[src/rtl/sseg_pkg.sv]
// Shared constants and types for the seven-segment scan controller.
package sseg_pkg;

    localparam int SEG_A  = 0;
    localparam int SEG_B  = 1;
    localparam int SEG_C  = 2;
    localparam int SEG_D  = 3;
    localparam int SEG_E  = 4;
    localparam int SEG_F  = 5;
    localparam int SEG_G  = 6;
    localparam int SEG_DP = 7;

    localparam logic [7:0] SEG_OFF = 8'h00;

    typedef enum logic {GUARD, LIT} slot_phase_t;

endpackage

[src/rtl/hex_to_sseg.sv]
// Active-high hex-to-seven-segment decoder; dp passes straight to the DP bit.
module hex_to_sseg
    import sseg_pkg::*;
(
    input  logic [3:0] hex,
    input  logic       dp,
    output logic [7:0] sseg
);

    logic [6:0] seg;

    always_comb begin
        case (hex)
            4'h0:    seg = 7'h3F;
            4'h1:    seg = 7'h06;
            4'h2:    seg = 7'h5B;
            4'h3:    seg = 7'h4F;
            4'h4:    seg = 7'h66;
            4'h5:    seg = 7'h6D;
            4'h6:    seg = 7'h7D;
            4'h7:    seg = 7'h07;
            4'h8:    seg = 7'h7F;
            4'h9:    seg = 7'h6F;
            4'hA:    seg = 7'h77;
            4'hB:    seg = 7'h7C;
            4'hC:    seg = 7'h39;
            4'hD:    seg = 7'h5E;
            4'hE:    seg = 7'h79;
            default: seg = 7'h71;
        endcase
        sseg               = SEG_OFF;
        sseg[SEG_G:SEG_A]  = seg;
        sseg[SEG_DP]       = dp;
    end

endmodule

[src/rtl/sseg_mux_ctrl.sv]
// Time-multiplexed seven-segment scanner with frame-atomic digit updates.
// Optional build macro SSEG_LEADING_ZERO_BLANK_EN darkens leading zero digits.
module sseg_mux_ctrl
    import sseg_pkg::*;
#(
    parameter int N_DIGITS     = 4,
    parameter int DWELL_BITS   = 16,
    parameter int GUARD_CYCLES = 64,
    parameter bit ACTIVE_LOW   = 1'b1
) (
    input  logic                  clk,
    input  logic                  reset,
    input  logic                  wr_en,
    input  logic [4*N_DIGITS-1:0] wr_hex,
    input  logic [N_DIGITS-1:0]   wr_dp,
    output logic                  pending,
    output logic                  frame_tick,
    output logic [N_DIGITS-1:0]   an,
    output logic [7:0]            sseg
);

    localparam int                    IW            = (N_DIGITS > 1) ? $clog2(N_DIGITS) : 1;
    localparam logic [IW-1:0]         IDX_LAST      = IW'(N_DIGITS - 1);
    localparam logic [DWELL_BITS-1:0] GUARD_END     = DWELL_BITS'(GUARD_CYCLES);
    localparam slot_phase_t           PHASE_AT_ZERO = (GUARD_CYCLES == 0) ? LIT : GUARD;
    localparam logic [N_DIGITS-1:0]   AN_ONE        = 1;
    localparam logic [N_DIGITS-1:0]   AN_POL        = {N_DIGITS{ACTIVE_LOW}};
    localparam logic [7:0]            SSEG_POL      = {8{ACTIVE_LOW}};

    logic [DWELL_BITS-1:0] cnt_q, cnt_d;
    logic [IW-1:0]         idx_q, idx_d;
    slot_phase_t           phase_q;
    logic [4*N_DIGITS-1:0] shadow_hex_q, disp_hex_q;
    logic [N_DIGITS-1:0]   shadow_dp_q, disp_dp_q;
    logic                  pending_q, frame_tick_q;
    logic [N_DIGITS-1:0]   an_q;
    logic [7:0]            sseg_q;

    logic                  cnt_wrap, boundary, blank;
    logic [3:0]            sel_hex;
    logic                  sel_dp;
    logic [7:0]            dec_sseg, lit_sseg;

    assign cnt_d    = cnt_q + 1'b1;
    assign cnt_wrap = &cnt_q;
    assign boundary = cnt_wrap && (idx_q == IDX_LAST);

    always_comb begin
        idx_d = idx_q;
        if (cnt_wrap)
            idx_d = (idx_q == IDX_LAST) ? '0 : idx_q + 1'b1;
    end

    assign sel_hex = disp_hex_q[idx_q*4 +: 4];
    assign sel_dp  = disp_dp_q[idx_q];

    hex_to_sseg u_dec (
        .hex  (sel_hex),
        .dp   (sel_dp),
        .sseg (dec_sseg)
    );

`ifdef SSEG_LEADING_ZERO_BLANK_EN
    // lead_zero[k]: every nibble from the top digit down to k is zero
    logic [N_DIGITS-1:0] lead_zero;
    always_comb begin
        logic zeros_above;
        zeros_above = 1'b1;
        lead_zero   = '0;
        for (int k = N_DIGITS - 1; k >= 0; k--) begin
            zeros_above  = zeros_above && (disp_hex_q[4*k +: 4] == 4'h0);
            lead_zero[k] = zeros_above;
        end
    end
    assign blank = (idx_q != '0) && lead_zero[idx_q];
`else
    assign blank = 1'b0;
`endif

    always_comb begin
        lit_sseg = dec_sseg;
        if (blank)
            lit_sseg[SEG_G:SEG_A] = SEG_OFF[SEG_G:SEG_A];
    end

    // Slot scheduler; phase_q tracks cnt_q >= GUARD_CYCLES one register ahead of the pins
    always_ff @(posedge clk or posedge reset) begin
        if (reset) begin
            cnt_q        <= '0;
            idx_q        <= '0;
            phase_q      <= PHASE_AT_ZERO;
            frame_tick_q <= 1'b0;
            an_q         <= AN_POL;
            sseg_q       <= SEG_OFF ^ SSEG_POL;
        end else begin
            cnt_q <= cnt_d;
            idx_q <= idx_d;
            case (phase_q)
                GUARD:   if (cnt_d == GUARD_END) phase_q <= LIT;
                LIT:     if (cnt_wrap) phase_q <= PHASE_AT_ZERO;
                default: phase_q <= GUARD;
            endcase
            frame_tick_q <= (cnt_q == '0) && (idx_q == '0);
            if (phase_q == LIT) begin
                an_q   <= (AN_ONE << idx_q) ^ AN_POL;
                sseg_q <= lit_sseg ^ SSEG_POL;
            end else begin
                an_q   <= AN_POL;
                sseg_q <= SEG_OFF ^ SSEG_POL;
            end
        end
    end

    // A write landing on the boundary bypasses shadow so it shows this frame
    always_ff @(posedge clk or posedge reset) begin
        if (reset) begin
            shadow_hex_q <= '0;
            shadow_dp_q  <= '0;
            disp_hex_q   <= '0;
            disp_dp_q    <= '0;
            pending_q    <= 1'b0;
        end else if (boundary) begin
            if (wr_en) begin
                disp_hex_q <= wr_hex;
                disp_dp_q  <= wr_dp;
            end else if (pending_q) begin
                disp_hex_q <= shadow_hex_q;
                disp_dp_q  <= shadow_dp_q;
            end
            pending_q <= 1'b0;
        end else if (wr_en) begin
            shadow_hex_q <= wr_hex;
            shadow_dp_q  <= wr_dp;
            pending_q    <= 1'b1;
        end
    end

    assign pending    = pending_q;
    assign frame_tick = frame_tick_q;
    assign an         = an_q;
    assign sseg       = sseg_q;

endmodule

[config.mk]
export PLATFORM = sky130hd
export DESIGN_NAME = sseg_mux_ctrl
export DESIGN_NICKNAME = d
export VERILOG_FILES = /design/src/rtl/sseg_pkg.sv /design/src/rtl/hex_to_sseg.sv /design/src/rtl/sseg_mux_ctrl.sv
export SDC_FILE = /design/constraint.sdc
export NUM_CORES = 1
export LEC_CHECK = 0
export ABC_AREA = 1
export CAP_MARGIN = 20
export CELL_PAD_IN_SITES_DETAIL_PLACEMENT = 0
export CELL_PAD_IN_SITES_GLOBAL_PLACEMENT = 1
export CORE_UTILIZATION = 40
export DETAILED_ROUTE_END_ITERATION = 10
export GPL_TIMING_DRIVEN = 0
export PLACE_DENSITY_LB_ADDON = 0.05
export SLEW_MARGIN = 20
export SYNTH_ARGS = -nofsm -noshare
export SYNTH_HDL_FRONTEND = slang
export SYNTH_SLANG_ARGS = --single-unit
[constraint.sdc]
create_clock -name clk -period 5.9 [get_ports clk]
set_input_delay 1.18 -clock clk [delete_from_list [all_inputs] [get_ports clk]]
set_output_delay 1.18 -clock clk [all_outputs]
set_load 0.03 [all_outputs]
==> flow_summary_export.csv <==
group,metric,value,unit
sta,final-hold-violation-count,0,
sta,fin_setup_tns,0,ns
layout,drive_gt1_share,18.5,%
sta,relSlewSlack,66.0,%
logic_synthesis,synthTopCellsByCount,"109 x nand2_1, 61 x dfrtp_1, 53 x inv_1",
worst_setup_path,end_kind,"output port",
sta,max_freq,0.368,GHz
global_routing,grt_start_max_net_pins,57,
global_routing,globalRouteOverflowTotal,0,
layout,fillCellCount,923,
layout,fin_cells,621,
job,maxCapViolations,0,
worst_setup_path,slowest_delay,0.66,ns
clock_tree,clk_latency,0.35,ns
global_routing,grt_use_total,18.0,%
placed_design,dp_cells,605,
floorplanning,design.die.area,9930,um^2
clock_tree,htree_levels,3,
logic_synthesis,yosysTopAreaCellShare,40.0,%
hold_path,min_path_cells,2,
worst_setup_path,worst-r2r-cell-count,9,
logic_synthesis,ys_seq_area_share,48.3,%
sta,clock_skew,0.00913,ns
logic_synthesis,yosys.cell_count.top_type,"nand2_1",
floorplanning,ioPinCount,37,
layout,multi_input_area,1650,um^2
hold_path,hold_class,"flip-flop to flip-flop",
clock_tree,numCtsBuffers,9,
worst_setup_path,crit_type,"flip-flop to output port",
worst_setup_path,r2r_slack,3.88,ns
layout,n_antenna_cell,0,
logic_synthesis,syn_avg_cell_area,8.67,um^2
worst_setup_path,cp_data_arrival_time,1.54,ns
hold_path,hold_end,"disp_hex_q[10]",
layout,syn_to_final_growth,18.8,%
layout,fin_nets,523,
logic_synthesis,synth_cell_types,28,
sta,finalSetupViolations,0,
placed_design,post-dp-hpwl,5840,um
floorplanning,coreArea,9240,um^2
global_routing,grt_pass1_vias,2890,
logic_synthesis,ys_ff_latch,73,
clock_tree,cts_resized,0,
worst_setup_path,r2r_end,"sseg[3]",
global_routing,grt_pass1_wl,13800,um
floorplanning,rows,35,
floorplanning,start_util,41.3,%
power_and_ir_drop,ir_worst_vdd,0.0911,mV
routing,ant_nets,0,
logic_synthesis,syn_nets,476,
worst_setup_path,required,4.72,ns
routing,wl,8000,um
worst_setup_path,crit_fanout,1,
clock_tree,cts.sinks,73,
routing,route.detailed.drc,0,
worst_setup_path,crit_chain,"clkdlybuf4s50_1",
power_and_ir_drop,power.leakage,2.07,nW
sta,finalCriticalPeriod,2.72,ns
clock_tree,cts_setup_buffers,0,
power_and_ir_drop,pwr_density_cell,210,nW/um^2
logic_synthesis,async_flop_share,100,%
placed_design,placed_area,4360,um^2
placed_design,gp_congestion,0.802,
logic_synthesis,syn-instance-count,440,
clock_tree,clk_pin_slew_worst_paths,0.07,ns
routing,drt-initial-drc-count,101,
logic_synthesis,synth_edf_count,0,
layout,postLayoutCellArea,4530,um^2
clock_tree,clock_path_buffers,2,
worst_setup_path,critPathTopFamily,"buffers and inverters",
routing,drtPass1Iterations,4,
routing,post_drt_wl_per_cell,12.9,um
floorplanning,die_y,99.6,um
worst_setup_path,timing.rr.start,"idx_q[0]",
routing,vias_per_cell,4.68,
run_status,outcome,"complete, no violations",
layout,seq_area,1840,um^2
floorplanning,die_w,99.6,um
routing,vias,2907,
clock_tree,clockRootBuffer,"clkbuf_8",
worst_setup_path,cpMaxStageDelayCell,"clkdlybuf4s50_1",
logic_synthesis,synth_largest_area_cell,"dfrtp_1",
logic_synthesis,synth_ff_type,"dfrtp_1",
worst_setup_path,critPathLaunchType,"flip-flop",
global_routing,antenna_found_initial,0,
clock_tree,cts_tree,"built",
logic_synthesis,synthTopCellsByArea,"dfrtp_1 40%, nand2_1 11%, o21ai_2 9.2%",
sta,slew_violations,0,
logic_synthesis,synth_warnings,0,
clock_tree,cts_hold_buf,0,
sta,worst_pin_slew,0.510,ns
placed_design,portBuffers,35,
logic_synthesis,netlist_area,3810,um^2
worst_setup_path,worst-path-buf-inv,1,
sta,period_share,46.0,%
hold_path,worstHoldStart,"disp_hex_q[10]",
sta,rsz0062_at_grt,"false",
worst max path at each step:
| stage | start | to | slack (ns) | depth (start not counted) |
|---|---|---|---|---|
| finish | an[3] | an[3] | 3.18 | 1 |
| global route | an[0] | an[0] | 3.14 | 1 |
| CTS | an[3] | an[3] | 3.17 | 1 |
| detailed placement | an[3] | an[3] | 3.55 | 1 |
| global placement | reset | disp_hex_q[11] | 1.51 | 2 |
| floorplan | reset | cnt_q[0] | 2.89 | 1 |
worst min-delay path: cells and delay by family, from the launching register on:
| kind | cells | cell delay, ns |
|---|---|---|
| DFF | 1 | 0.34 |
| and+or+nand+nor | 1 | 0.06 |
| AOI/OAI and AO/OA | 1 | 0.05 |
flip-flops by register name (all words and copies together), names as in the netlist:
| name | cells |
|---|---|
| frame_tick | 1 |
| cnt_q | 16 |
| shadow_hex_q | 16 |
| pending | 1 |
| sseg | 8 |
| disp_hex_q | 16 |
| phase_q | 1 |
| disp_dp_q | 4 |
| idx_q | 2 |
| an | 4 |
| shadow_dp_q | 4 |
power by group:
| part | internal, mW | leakage, nW | total (mW) | switching, mW |
|---|---|---|---|---|
| combinational | 0.0332 | 1.05 | 0.0818 | 0.0486 |
| sequential | 0.513 | 0.922 | 0.516 | 0.00300 |
| clock | 0.174 | 0.0932 | 0.356 | 0.182 |
| total | 0.720 | 2.07 | 0.953 | 0.234 |
layer usage:
layer	GRT usage [%]	part of all wire, %
met4	6.79	1.4
met5	0	0
met2	29.0	47
met3	3.16	2.4
met1	24.2	49
cells by family after synthesis:
logic type / Yosys count / share of synthesized area (%)
adders and majority gates: 13 / 4.27
xor gates and xnor gates: 4 / 0.919
and+or+nand+nor: 197 / 22.4
AOI/OAI and AO/OA: 84 / 15.7
buffers and inverters: 69 / 8.46
DFF: 73 / 48.3
through the flow:
step                      hold WS, ns  power (mW)  utilization, %  setup WS [ns]
after detailed placement        0.470       0.609            47.1           3.55
after global routing            0.508        1.00            49.0           3.14
after floorplan                 0.447       0.577               -           2.89
after CTS                       0.489       0.969            49.0           3.17
final                           0.483       0.953            49.0           3.18
after global placement          0.472       0.605            46.8           1.51
cell usage in the layout (no fill, tap or decap), drive strengths merged:
cell type      count
nand2            110
dfrtp             61
inv               53
o21ai             51
nor2              49
clkdlybuf4s50     35
a21oi             26
nand3             24
clkbuf            18
ha                13
dfstp             12
buf               12
nand4              9
o211ai             5
xor2               3
clkinv             3
or2                2
nor4               2
xnor2              1
o21bai             1
o22ai              1
nor3               1
layout make-up:
cell class | instances | share of cell area, %
Multi-Input combinational cell | 298 | 36.4
Tap cell | 129 | 3.56
Timing Repair Buffer | 36 | 8.34
Clock inverter | 3 | 0.331
Inverter | 53 | 4.45
Sequential cell | 73 | 40.7
Buffer | 16 | 2.73
Clock buffer | 13 | 3.51
Power figures use the tool's default switching activity.
